## src/rtl/serial_add_pkg.sv

```systemverilog
// Shared types and constants for the bit-serial adder controller.
package serial_add_pkg;

  localparam int SA_DEFAULT_WIDTH = 8;

  typedef enum logic [1:0] {
    IDLE = 2'd0,
    RUN  = 2'd1,
    DONE = 2'd2
  } sa_state_e;

endpackage

```

## src/rtl/serial_add_ctrl_full_adder.sv

```systemverilog
// Gate-level one-bit full-adder cell used as the serial datapath.
module full_adder (
  input  logic a_i,
  input  logic b_i,
  input  logic ci_i,
  output logic s_o,
  output logic co_o
);

  logic ab_x_s;
  logic ab_a_s;
  logic cx_a_s;

  xor g_x0 (ab_x_s, a_i, b_i);
  xor g_x1 (s_o, ab_x_s, ci_i);
  and g_a0 (ab_a_s, a_i, b_i);
  and g_a1 (cx_a_s, ab_x_s, ci_i);
  or  g_o0 (co_o, ab_a_s, cx_a_s);

endmodule

```

## src/rtl/serial_add_ctrl.sv

```systemverilog
// Bit-serial adder: accepts A+B+CIN, adds one bit per cycle LSB first,
// and holds the result under a valid/ready handshake.
module serial_add_ctrl
  import serial_add_pkg::*;
#(
  parameter int WIDTH = SA_DEFAULT_WIDTH
) (
  input  logic             clk,
  input  logic             rst_n,
  input  logic             in_valid_i,
  output logic             in_ready_o,
  input  logic [WIDTH-1:0] a_i,
  input  logic [WIDTH-1:0] b_i,
  input  logic             cin_i,
  input  logic             abort_i,
  output logic             out_valid_o,
  input  logic             out_ready_i,
  output logic [WIDTH-1:0] sum_o,
  output logic             cout_o,
  output logic             busy_o
);

  localparam int                CNT_W = $clog2(WIDTH);
  localparam logic [CNT_W-1:0] LAST  = CNT_W'(WIDTH - 1);

  sa_state_e        state_q, state_d;
  logic [WIDTH-1:0] a_q, a_d;
  logic [WIDTH-1:0] b_q, b_d;
  logic [WIDTH-1:0] res_q, res_d;
  logic             carry_q, carry_d;
  logic [CNT_W-1:0] cnt_q, cnt_d;
  logic             fa_sum_s;
  logic             fa_cout_s;

  full_adder u_fa (
    .a_i  (a_q[0]),
    .b_i  (b_q[0]),
    .ci_i (carry_q),
    .s_o  (fa_sum_s),
    .co_o (fa_cout_s)
  );

  // State, operand, result, carry and counter registers.
  always_ff @(posedge clk or negedge rst_n) begin
    if (!rst_n) begin
      state_q <= IDLE;
      a_q     <= '0;
      b_q     <= '0;
      res_q   <= '0;
      carry_q <= 1'b0;
      cnt_q   <= '0;
    end else begin
      state_q <= state_d;
      a_q     <= a_d;
      b_q     <= b_d;
      res_q   <= res_d;
      carry_q <= carry_d;
      cnt_q   <= cnt_d;
    end
  end

  // Next-state and datapath update; abort outranks the final RUN step.
  always_comb begin
    state_d = state_q;
    a_d     = a_q;
    b_d     = b_q;
    res_d   = res_q;
    carry_d = carry_q;
    cnt_d   = cnt_q;
    case (state_q)
      IDLE: begin
        if (in_valid_i) begin
          state_d = RUN;
          a_d     = a_i;
          b_d     = b_i;
          carry_d = cin_i;
          cnt_d   = '0;
        end else begin
          state_d = IDLE;
        end
      end
      RUN: begin
        if (abort_i) begin
          state_d = IDLE;
        end else begin
          res_d   = {fa_sum_s, res_q[WIDTH-1:1]};
          a_d     = {1'b0, a_q[WIDTH-1:1]};
          b_d     = {1'b0, b_q[WIDTH-1:1]};
          carry_d = fa_cout_s;
          cnt_d   = cnt_q + CNT_W'(1);
          if (cnt_q == LAST) begin
            state_d = DONE;
          end else begin
            state_d = RUN;
          end
        end
      end
      DONE: begin
        if (out_ready_i) begin
          state_d = IDLE;
        end else begin
          state_d = DONE;
        end
      end
      default: begin
        state_d = IDLE;
      end
    endcase
  end

  assign in_ready_o  = (state_q == IDLE);
  assign out_valid_o = (state_q == DONE);
  assign busy_o      = (state_q != IDLE);
  assign sum_o       = res_q;
  assign cout_o      = carry_q;

endmodule

```

## config.mk

```make
export PLATFORM = sky130hd
export DESIGN_NAME = serial_add_ctrl
export DESIGN_NICKNAME = d
export VERILOG_FILES = /design/src/rtl/serial_add_pkg.sv /design/src/rtl/serial_add_ctrl_full_adder.sv /design/src/rtl/serial_add_ctrl.sv
export SDC_FILE = /design/constraint.sdc
export NUM_CORES = 1
export LEC_CHECK = 0
export BUFFER_PORTS_ARGS = -buffer_cell sky130_fd_sc_hd__buf_2
export CORE_MARGIN = 2
export CORE_UTILIZATION = 52
export DETAILED_ROUTE_END_ITERATION = 6
export PLACE_DENSITY = 0.82
export REMOVE_ABC_BUFFERS = 1
export SLEW_MARGIN = 20
export SYNTH_ARGS = -nofsm -noshare
export SYNTH_HDL_FRONTEND = slang
export SYNTH_HIERARCHICAL = 1
export SYNTH_SLANG_ARGS = --single-unit
```

## constraint.sdc

```tcl
create_clock -name clk -period 1.8 [get_ports clk]
set_input_delay 0.18 -clock clk [delete_from_list [all_inputs] [get_ports clk]]
set_output_delay 0.18 -clock clk [all_outputs]
set_load 0.1 [all_outputs]
```

==> results_dict.tcl <==
set metrics [dict create \
    vias_per_cell 5.30 \
    start_util_pct 56.1 \
    cts.path.max_buffers 2 \
    crit_fanout 5 \
    slew_viol_final 0 \
    drive_above_1_share_pct 38.6 \
    ant_nets 0 \
    outcome "complete, no violations" \
    critical_path_required_ns 1.62 \
    avgSynthCellArea_um2 12.5 \
    clock-sinks 30 \
    grt_usage_pct 18.7 \
    grt_pass1_wl_mm 4.46 \
    hp-class "in2reg" \
    root_buffer "clkbuf_4" \
    hold_viol 0 \
    rrSetupSlack_ns 0.22 \
    ir_drop_uv 1680 \
    via_count 970 \
    whs_ns 0.0843 \
    finClkSkew_ns 0.00900 \
    insertion_delay_ns 0.33 \
    finalSetupViolCount 0 \
    nets 177 \
    powerDensity_mw_per_mm2 1910 \
    reg2reg_depth 4 \
    synth_warnings 6 \
    wirelength_mm 2.58 \
    yosysUniqueCellTypes 20 \
    fin_crit_sh_pct 93.8 \
    worstMarginPinSlew_ns 0.653 \
    die-height_um 56.2 \
    syn_inst 113 \
    drt-initial-drc-count 22 \
    pin_count 34 \
    end_kind "output port" \
    dp_slack_ns 0.242 \
    antenna_found_initial 0 \
    die_w_um 56.2 \
    cts_tree "done" \
    synth_area_mm2 0.00142 \
    cts_max_level 2 \
    crit_arrival_ns 1.51 \
    grt_pass1_vias 992 \
    hpwlAfterDp_mm 1.85 \
    r2r-start "state_q[1]" \
    critPathKind "reg2out" \
    post_cts_resize_count 0 \
    min_to "b_q[7]" \
    die_area_mm2 0.00315 \
    rr_endpoint "cnt_q[2]" \
    io_buffers 33 \
    drc 0 \
    grt_overflow 0 \
    wl_per_cell_um 14.1 \
    maxCapViolations 0 \
    p_leak_nw 0.813 \
    dr_wl_met2_mm 1.19 \
    num_rows 18 \
    clk_pin_slew_worst_paths_ns 0.10 \
    dr_wl_met3_um 175 \
    m1WireLength_mm 1.17 \
    n_antenna_cell 0 \
    start_kind "register" \
    period_minus_slack_ns 1.69 \
    min_from "b_i[7]" \
    fin_area_mm2 0.00168 \
    core_area_mm2 0.00252 \
    rsz0062_at_grt "false" \
    ys_ff_latch 30 \
    dpl_cell_area_mm2 0.00160 \
    grt_max_degree 31 \
    dr.pass1.iters 5 \
    relSlewSlack_pct 56.5 \
    area_growth_pct 18.9 \
    hold_depth 2 \
    timing.final.ws_setup_ns 0.111 \
    ys_seq_area_share_pct 53.1 \
    fmax_mhz 592 \
    gp_congestion 0.667 \
    routed.top_layer "met4" \
    cts_buffers 5 \
]
kinds of logic after synthesis:
logic type,synth area share [%]
compound gates,7.34
fa+ha+maj,3.18
buf+inv,5.48
flops,53.1
mux,20.5
simple gates,10.4
area by class of cell:
class | count | area, um^2
fillers | 193 | 840
well taps | 30 | 37.5
clock inverters | 3 | 40.0
flip-flops and latches | 30 | 751
clock buffers | 5 | 37.5
inverters | 4 | 15.0
multi-input cells | 72 | 589
repair buffers | 39 | 213
registers in the layout, indices dropped and copies added, names as in the netlist:
register / count
a_q: 8
b_q: 8
sum_o: 8
cnt_q: 3
state_q: 2
cout_o: 1
cells in the final DEF, fill, tap and decap left out:
cell type	netlist	final
dfrtp_1	30	30
mux2_4	2	2
clkinv_2	0	2
nor2_1	2	2
nor3_1	14	14
a22o_1	3	3
mux2i_1	17	17
nand2b_1	1	1
nor2b_1	2	1
or2_1	1	1
dlygate4sd3_1	0	1
inv_1	4	4
fa_1	1	1
bufinv_16	0	1
a21oi_1	14	14
buf_2	2	33
nand2_1	2	2
mux2_2	8	8
clkbuf_4	0	5
ha_1	2	2
nor2b_2	0	1
buf_4	1	5
nor3b_4	2	2
o21bai_1	1	1
where the power goes:
part,internal [mW],switching [mW],total (mW),leakage [nW]
Sequential,0.946,0.171,1.12,0.352
Clock,0.287,0.236,0.524,0.0450
Combinational,0.425,1.15,1.58,0.416
routing by layer:
layer	track usage [%]	vias to the layer above
met5	0	-
met1	23.7	459
li1	-	477
met4	7.82	0
met3	8.37	7
met2	27.7	27
metrics by stage:
stage | TNS (ns) | std cells | power, mW | util [%]
after floorplan | -6.23 | 106 | 2.41 | -
after global placement | 0 | 174 | 2.67 | 63.2
after detailed placement | 0 | 174 | 2.72 | 63.2
after CTS | 0 | 183 | 3.25 | 66.7
after global routing | 0 | 183 | 3.40 | 66.7
final | 0 | 183 | 3.22 | 66.7
Yosys cell counts:
| master | number | area, um^2 |
|---|---|---|
| a21oi_1 | 14 | 70.1 |
| a22o_1 | 3 | 26.3 |
| buf_2 | 2 | 10.0 |
| buf_4 | 1 | 7.51 |
| buf_6 | 4 | 45.0 |
| dfrtp_1 | 30 | 751 |
| fa_1 | 1 | 20.0 |
| ha_1 | 2 | 25.0 |
| inv_1 | 4 | 15.0 |
| mux2_2 | 8 | 90.1 |
| mux2_4 | 2 | 30.0 |
| mux2i_1 | 17 | 170 |
| nand2_1 | 2 | 7.51 |
| nand2b_1 | 1 | 6.26 |
| nor2_1 | 2 | 7.51 |
| nor2b_1 | 2 | 12.5 |
| nor3_1 | 14 | 70.1 |
| nor3b_4 | 2 | 37.5 |
| o21bai_1 | 1 | 7.51 |
| or2_1 | 1 | 6.26 |
worst max-delay path by stage:
stage                     startpoint          end  slack [ns]  cells past startpoint
after floorplan           state_q[1]       busy_o       -1.05                      2
after global placement    state_q[1]     cnt_q[2]        0.32                      4
after detailed placement  state_q[1]     cnt_q[1]        0.24                      4
after CTS                 state_q[1]  out_valid_o         0.1                      2
after global routing      state_q[1]  out_valid_o        0.02                      2
final                     state_q[1]  out_valid_o        0.11                      2
worst max-delay path: stages (launching register included):
cell	delay (ns)
dfrtp_1	0.51
nor2b_1	0.21
buf_2	0.45
repair_timing:
item,4_1_cts,5_1_grt
endpoints found under the hold margin,30,0
setup buffers,0,0
hold buffers,1,0
Power figures use the tool's default switching activity.
